`config.mk`:
```
export PLATFORM = sky130hd
export DESIGN_NAME = rv_load_store_unit
export DESIGN_NICKNAME = d
export VERILOG_FILES = /design/src/rtl/rv_load_store_unit.sv
export SDC_FILE = /design/constraint.sdc
export NUM_CORES = 1
export LEC_CHECK = 0
export ABC_AREA = 0
export BUFFER_PORTS_ARGS = -buffer_cell sky130_fd_sc_hd__buf_2
export CORE_AREA = 4 4 113 115
export DETAILED_ROUTE_END_ITERATION = 8
export DIE_AREA = 0 0 117 119
export PLACE_DENSITY = 0.73
export SLEW_MARGIN = 20
export SYNTH_ARGS = -nofsm -noshare
export SYNTH_HDL_FRONTEND = slang
export SYNTH_SLANG_ARGS = --single-unit
```
`constraint.sdc`:
```
create_clock -name clk_i -period 2.64 [get_ports clk_i]
set_input_delay 0.396 -clock clk_i [delete_from_list [all_inputs] [get_ports clk_i]]
set_output_delay 0.396 -clock clk_i [all_outputs]
set_load 0.02 [all_outputs]
```
`src/rtl/rv_load_store_unit.sv`:
```
// Data-memory access unit: alignment check, lane formatting, single-outstanding
// req/ack bus cycle with timeout, and registered load/store completion flags.
module rv_load_store_unit #(
  parameter int unsigned TIMEOUT = 255
) (
  input  logic        clk_i,
  input  logic        rst_i,
  input  logic        x_load_i,
  input  logic        x_store_i,
  input  logic [2:0]  x_fun_i,
  input  logic [31:0] x_addr_i,
  input  logic [31:0] x_store_value_i,
  input  logic        x_kill_i,
  input  logic        x_advance_i,
  output logic        dm_req_o,
  output logic        dm_we_o,
  output logic [31:0] dm_addr_o,
  output logic [31:0] dm_wdata_o,
  output logic [3:0]  dm_sel_o,
  input  logic        dm_ack_i,
  input  logic [31:0] dm_rdata_i,
  output logic [31:0] dm_data_l_o,
  output logic        dm_load_done_o,
  output logic        dm_store_done_o,
  output logic        dm_misaligned_o,
  output logic        dm_bus_error_o
);

  typedef enum logic [1:0] {S_IDLE, S_REQ, S_DONE, S_DRAIN} state_t;

  localparam logic [15:0] TIMEOUT_CNT = 16'(TIMEOUT);

  state_t      r_state;
  logic [15:0] r_cnt;
  logic        r_is_load;
  logic        r_killed;
  logic        r_req;
  logic        r_we;
  logic [31:0] r_addr;
  logic [31:0] r_wdata;
  logic [3:0]  r_sel;
  logic [31:0] r_data_l;
  logic        r_load_done;
  logic        r_store_done;
  logic        r_misaligned;
  logic        r_bus_error;

  logic        w_start;
  logic        w_misaligned;
  logic [3:0]  w_sel;
  logic [31:0] w_wdata;
  logic        w_killed;
  logic        w_unused_fun;

  // Signedness (fun[2]) only matters to writeback's extension logic.
  assign w_unused_fun = x_fun_i[2];
  assign w_start      = (x_load_i | x_store_i) & ~x_kill_i;
  assign w_killed     = r_killed | x_kill_i;

  // NOTE: every always_comb output gets a default first so no path leaves it unassigned (no latch).
  always_comb begin
    w_misaligned = 1'b0;
    w_sel        = 4'b1111;
    w_wdata      = x_store_value_i;
    case (x_fun_i[1:0])
      2'b00: begin
        w_sel   = 4'b0001 << x_addr_i[1:0];
        w_wdata = {4{x_store_value_i[7:0]}};
      end
      2'b01: begin
        w_misaligned = x_addr_i[0];
        w_sel        = x_addr_i[1] ? 4'b1100 : 4'b0011;
        w_wdata      = {2{x_store_value_i[15:0]}};
      end
      default: w_misaligned = |x_addr_i[1:0];
    endcase
  end

  // NOTE: sequential state uses non-blocking assignments only, so every register samples pre-edge values.
  always_ff @(posedge clk_i) begin
    if (rst_i) begin
      r_state      <= S_IDLE;
      r_cnt        <= '0;
      r_is_load    <= 1'b0;
      r_killed     <= 1'b0;
      r_req        <= 1'b0;
      r_we         <= 1'b0;
      r_addr       <= '0;
      r_wdata      <= '0;
      r_sel        <= '0;
      r_data_l     <= '0;
      r_load_done  <= 1'b0;
      r_store_done <= 1'b0;
      r_misaligned <= 1'b0;
      r_bus_error  <= 1'b0;
    end else begin
      case (r_state)
        S_IDLE: if (w_start) begin
          if (w_misaligned) begin
            r_misaligned <= 1'b1;
            r_load_done  <= x_load_i;
            r_store_done <= x_store_i;
            r_state      <= S_DONE;
          end else begin
            r_req     <= 1'b1;
            r_we      <= x_store_i;
            r_addr    <= {x_addr_i[31:2], 2'b00};
            r_sel     <= x_store_i ? w_sel : 4'b1111;
            r_wdata   <= w_wdata;
            r_is_load <= x_load_i;
            r_killed  <= 1'b0;
            r_cnt     <= '0;
            r_state   <= S_REQ;
          end
        end
        S_REQ: begin
          // Ack is tested first so it wins over a simultaneous terminal count.
          if (dm_ack_i) begin
            r_req <= 1'b0;
            if (w_killed) begin
              r_state <= S_DRAIN;
            end else begin
              r_state <= S_DONE;
              if (r_is_load) begin
                r_data_l    <= dm_rdata_i;
                r_load_done <= 1'b1;
              end else begin
                r_store_done <= 1'b1;
              end
            end
          end else if (r_cnt == TIMEOUT_CNT) begin
            r_req <= 1'b0;
            if (w_killed) begin
              r_state <= S_DRAIN;
            end else begin
              r_state     <= S_DONE;
              r_bus_error <= 1'b1;
              if (r_is_load) begin
                r_data_l    <= '0;
                r_load_done <= 1'b1;
              end else begin
                r_store_done <= 1'b1;
              end
            end
          end else begin
            r_cnt <= r_cnt + 16'd1;
            if (x_kill_i) r_killed <= 1'b1;
          end
        end
        S_DONE: if (x_advance_i | x_kill_i) begin
          r_load_done  <= 1'b0;
          r_store_done <= 1'b0;
          r_misaligned <= 1'b0;
          r_bus_error  <= 1'b0;
          r_state      <= S_IDLE;
        end
        default: r_state <= S_IDLE;
      endcase
    end
  end

  assign dm_req_o        = r_req;
  assign dm_we_o         = r_we;
  assign dm_addr_o       = r_addr;
  assign dm_wdata_o      = r_wdata;
  assign dm_sel_o        = r_sel;
  assign dm_data_l_o     = r_data_l;
  assign dm_load_done_o  = r_load_done;
  assign dm_store_done_o = r_store_done;
  assign dm_misaligned_o = r_misaligned;
  assign dm_bus_error_o  = r_bus_error;

endmodule

```
==> results_dict.tcl, run 1 <==
set metrics [dict create \
    status "complete, no violations" \
    firstDrtPassIters 5 \
    antenna_found_initial 0 \
    wirelength_mm 15.33 \
    r2r_setup_slack_ns 0.21 \
    p_leak_nw 3.047 \
    antenna_left 0 \
    slew_viol_final 0 \
    startpoint "r_state[0]" \
    ios 212 \
    yosysWarnings 0 \
    start_util 0.4569 \
    fin_skew_ns 0.01120 \
    ir_drop_v 0.0005580 \
    min_period_ns 2.432 \
    coreArea_um2 11810 \
    clkLatencyLatePin_ns 0.42 \
    tightest_slew_ns 0.9083 \
    worstHoldStart "x_addr_i[15]" \
    period_share 0.9214 \
    clk_root_buffer_cell "clkbuf_16" \
    ys_async_sr_fraction 0 \
    grt_setup_unrepaired "false" \
    final_common_cell "buf_2" \
    grt-ovfl-total 0 \
    mostFrequentLayoutCells "buf_2, nand2_1, dfxtp_1, nor2_1, a21oi_1" \
    vias 5298 \
    synthCells 639 \
    drive_gt1_frac 0.3440 \
    path_class "reg -> reg" \
    die-area_um2 13920 \
    grt_max_degree 65 \
    r2r_start "r_state[0]" \
    syn_avg_cell_area_um2 8.445 \
    fp.dieW_um 117 \
    dp_hpwl_mm 11.03 \
    clk_pin_slew_ns 0.06 \
    critPathCaptureType "flop" \
    gr-usage-all-layers 0.2207 \
    grt_pass1_wl_mm 24.75 \
    ys_ff_latch 124 \
    cts_resized 0 \
    hold_viol 0 \
    slew_headroom 0.3945 \
    fin_total_pwr_mw 6.027 \
    place_area_um2 6507 \
    critPathMaxFanout 10 \
    drc_errors 0 \
    max_clock_freq_ghz 0.4111 \
    fin_tns_setup_ns 0 \
    hold_path.class "in -> reg" \
    synth_top_flop_cell "dfxtp_1" \
    power_density_nw_per_um2 850.0 \
    num_antenna_cells 0 \
    clock_path_buffers 2 \
    port_buffers 208 \
    hold_ws_ns 0.2119 \
    wl_per_cell_um 15.53 \
    clock-sinks 124 \
    yosysSeqAreaShare 0.4600 \
    start_kind "flop" \
    layout-area-overhead-vs-synth_pct 31.39 \
    via_per_inst 5.368 \
    grt_pass1_vias 5267 \
    critPathRequiredTime_ns 2.98 \
    setup-violations-final 0 \
    finalInstanceArea_um2 7091 \
    utilization 0.6003 \
    maxCapViolCount 0 \
    gp_congestion 0.8262 \
    rows 40 \
    cts_hold_buffers 0 \
    syn_area_um2 5396 \
    cts_setup_buffers 0 \
    fin_nets 938 \
    cts_made_buffers 17 \
    cts_tree "done" \
    synth_edf_count 0 \
    synth_cell_type_count 48 \
    drt_iter0_drc 282 \
    arrival_ns 2.77 \
    die_y_um 119 \
    htree_levels 4 \
]
==> state kept, by name, indices dropped and copies added (netlist names) <==
signal	count
dm_load_done_o	1
dm_we_o	1
dm_store_done_o	1
dm_misaligned_o	1
dm_req_o	1
r_killed	1
r_is_load	1
dm_wdata_o	32
dm_bus_error_o	1
dm_data_l_o	32
dm_addr_o	30
r_state	2
r_cnt	16
dm_sel_o	4
==> synthesized netlist by cell type, types with 3 or more instances <==
master,n,area (um2)
and4_1,3,26.28
buf_2,12,60.06
buf_1,4,15.01
a311oi_1,13,113.9
o211ai_1,3,22.52
or4_1,5,37.54
ha_1,5,62.56
nand2_1,131,491.7
buf_6,3,33.78
clkbuf_1,30,112.6
nor3_1,7,35.03
dfxtp_1,124,2482
nor2b_1,3,18.77
mux2i_1,18,180.2
o21ai_0,25,125.1
a21oi_1,59,295.3
a211oi_1,9,67.56
nand4_1,8,50.05
o31ai_1,3,22.52
nor2_1,74,277.8
inv_1,7,26.28
or2_2,4,25.02
a31oi_1,3,18.77
o31a_1,3,26.28
a22oi_2,30,375.4
o311ai_0,3,26.28
nand3_1,17,85.08
==> logic make-up (layout without fill, tap and decap cells) <==
group	after synthesis	count (layout)	synth area share
simple gates	265	265	0.2156
compound gates	167	167	0.2284
flops	124	124	0.4600
buf+inv	58	258	0.04869
mux	18	18	0.03339
fa+ha+maj	5	5	0.01159
other cells	1	2	0.0006949
xor+xnor	1	1	0.001623
==> power breakdown <==
group / leakage (nW) / total (mW) / switching [mW] / internal, mW
logic: 1.77 / 1.58 / 1.02 / 0.564
registers: 1.01 / 2.15 / 0.106 / 2.05
clock network: 0.276 / 2.29 / 0.874 / 1.42
==> layout make-up <==
type                       count  area (um2)
tap                          147       183.9
clock buffer                  19       442.9
fill                        1051        4721
multi-input combinational    458        2664
clock inverter                13       140.1
inverter                       7       26.28
sequential                   124        2482
timing repair buffer         219        1151
==> routing by layer <==
layer  vias to the layer above  global-route usage  routed length (um)
li1                       2624                   -                   -
met1                      2445              0.2443                6095
met2                       194              0.3706                7708
met3                        35             0.08283                1171
met4                         0              0.1004                 352
met5                         -                   0                   0
==> path summary, 6_finish.rpt <==
path / to / cells after the start
worst min-delay path: dm_addr_o[15] / 3
worst max-delay path: r_cnt[15] / 7
worst min register to register: dm_addr_o[19] / 2
worst max register to register: r_cnt[15] / 7
==> through the flow <==
stage | instances | setup WS [ns]
6_report | 987 | 0.2076
5_1_grt | 987 | 0.003126
4_1_cts | 987 | 0.2404
3_5_place_dp | 955 | 0.2275
3_3_place_gp | 955 | 0.3588
2_1_floorplan | 640 | 0.6145
==> critical path, stage by stage, from the launching register on <==
cell and delay [ns]:
dfxtp_1 0.34, inv_1 0.09, ha_1 0.34, nor2b_1 0.37, or2_2 0.19, o211ai_1 0.29, or4_1 0.56, a31oi_1 0.18
No activity file was read; power rests on OpenSTA's default activity.
==> inputs of run 2 (changes only) <==
--- a/config.mk
+++ b/config.mk
@@ -8,9 +8,10 @@
 export ABC_AREA = 0
 export BUFFER_PORTS_ARGS = -buffer_cell sky130_fd_sc_hd__buf_2
 export CORE_AREA = 4 4 113 115
+export CTS_CLUSTER_SIZE = 10
 export DETAILED_ROUTE_END_ITERATION = 8
 export DIE_AREA = 0 0 117 119
-export PLACE_DENSITY = 0.73
+export PLACE_DENSITY_LB_ADDON = 0.1
 export SLEW_MARGIN = 20
 export SYNTH_ARGS = -nofsm -noshare
 export SYNTH_HDL_FRONTEND = slang
==> run 2 against run 1 <==
Sequential power about the same. Hold slack better by 0.0067 ns. Wire length down 1.1%. Clock power up 8%. Fmax up 3.5%. Flip-flop and latch count unchanged. Cell count down 0.10%. Global-route usage down 0.34 points. Worst setup slack better by 0.082 ns. Largest power group unchanged. Critical path depth unchanged. Critical path type unchanged. Die area unchanged. Largest cell class unchanged.
==> results_dict.tcl, run 2 (synthesis results as in run 1) <==
set metrics [dict create \
    final_common_cell "buf_2" \
    period_share 0.8903 \
    setup-violations-final 0 \
    sw_frac_of_total 0.3066 \
    cts_resized 0 \
    sequentialPowerShare 0.345 \
    rows 40 \
    layout.cells.non_filler 986 \
    cts_made_buffers 17 \
    clock_path_buffers 2 \
    ir_drop_v 0.0003612 \
    hold_viol 0 \
    critPathCaptureType "flop" \
    mostFrequentLayoutCells "buf_2, nand2_1, dfxtp_1, nor2_1, a21oi_1" \
    port_buffers 208 \
    cts_hold_buffers 0 \
    vias 5255 \
    arrival_ns 2.68 \
    num_antenna_cells 0 \
    die-area_um2 13920 \
    num-fill-cells 1083 \
    drive_gt1_frac 0.3421 \
    htree_levels 4 \
    gp_congestion 0.8438 \
    via_per_inst 5.330 \
    fin_nets 939 \
    coreArea_um2 11810 \
    grt_pass1_vias 5109 \
    antenna_found_initial 1 \
    grt_setup_unrepaired "false" \
    critPathRequiredTime_ns 2.97 \
    p_comb_frac 0.258 \
    p_leak_nw 3.085 \
    slew_viol_final 0 \
    dp_hpwl_mm 10.93 \
    pwr-share-clk 0.397 \
    hold_ws_ns 0.2186 \
    die_y_um 119 \
    gr-usage-all-layers 0.2173 \
    antenna_left 0 \
    clk_pin_slew_ns 0.05 \
    grt-ovfl-total 0 \
    worstHoldPathCells 3 \
    drt_iter0_drc 247 \
    start_kind "flop" \
    dp_cells 956 \
    wirelength_mm 15.17 \
    ios 212 \
    start_util 0.4569 \
    maxCapViolCount 0 \
    drc_errors 0 \
    cts_setup_buffers 0 \
    cts_tree "done" \
    grt_max_degree 70 \
    slew_headroom 0.3653 \
    critPathMaxFanout 12 \
    firstDrtPassIters 4 \
    clkLatencyLatePin_ns 0.41 \
    min_period_ns 2.350 \
    grt_pass1_wl_mm 24.30 \
    fin_tns_setup_ns 0 \
    hold_path.class "in -> reg" \
    power_density_nw_per_um2 873.3 \
    clk_root_buffer_cell "clkbuf_16" \
    power_switching_mw 1.914 \
    tightest_slew_ns 0.9521 \
    p_int_mw 4.329 \
    path_class "reg -> reg" \
    fin_skew_ns 0.005951 \
    wl_per_cell_um 15.38 \
    status "complete, no violations" \
    layout-area-overhead-vs-synth_pct 32.48 \
    clock-sinks 124 \
    reg2reg_depth 7 \
    max_clock_freq_ghz 0.4255 \
    fp.dieW_um 117 \
]
run 2: cell count changes in the layout (fill, tap and decap cells not counted), sizes merged:
cell	delta
bufinv	+2
clkbuf	+5
clkinv	-3
buf	+1
inv	-3
clkinvlp	-3
run 2: cell type report:
| class | instances | area, um2 | area share |
|---|---|---|---|
| repair buffers | 220 | 1159 | 0.1621 |
| inverters | 7 | 26.28 | 0.003675 |
| clock inverters | 6 | 132.6 | 0.01855 |
| clock buffers | 24 | 501.7 | 0.07018 |
| flip-flops and latches | 124 | 2482 | 0.3472 |
| well taps | 147 | 183.9 | 0.02573 |
| multi-input cells | 458 | 2664 | 0.3726 |
run 2: worst max-delay path, cell delays in order, from the launching register on:
cell	delay (ns)
dfxtp_1	0.38
inv_1	0.09
ha_1	0.34
nor2b_1	0.34
or2_2	0.19
o211ai_1	0.23
or4_1	0.54
a31oi_1	0.17
run 2: layer usage:
metal,up-vias,GRT usage,part of all wire
li1,2621,-,-
met1,2440,0.2527,0.41
met2,163,0.3588,0.49
met3,29,0.08486,0.073
met4,2,0.07885,0.023
met5,-,0,0.00046
run 2: power groups by stage:
stage	logic (mW)	registers, mW	clock network (mW)
floorplan	0.902	2.36	0
global placement	1.57	2.18	0
detailed placement	1.60	2.19	0
CTS	1.61	2.16	2.52
global route	1.77	2.18	2.61
finish	1.61	2.16	2.48
run 2: metrics by stage:
step | utilization | setup WS, ns | power [mW] | instance area (um2)
2_1_floorplan | - | 0.6145 | 3.258 | 5400
3_3_place_gp | 0.5516 | 0.3767 | 3.747 | 6515
3_5_place_dp | 0.5516 | 0.3319 | 3.791 | 6515
4_1_cts | 0.6053 | 0.3075 | 6.286 | 7149
5_1_grt | 0.6053 | 0.07873 | 6.554 | 7149
6_report | 0.6053 | 0.2896 | 6.243 | 7149
run 2: worst paths after layout:
check,startpoint,end,slack (ns)
setup reg to reg,r_state[1],r_cnt[13],0.29
setup / recovery,r_state[1],r_cnt[13],0.29
hold reg to reg,dm_addr_o[13],dm_addr_o[13],0.45
hold / removal,x_addr_i[28],dm_addr_o[28],0.22
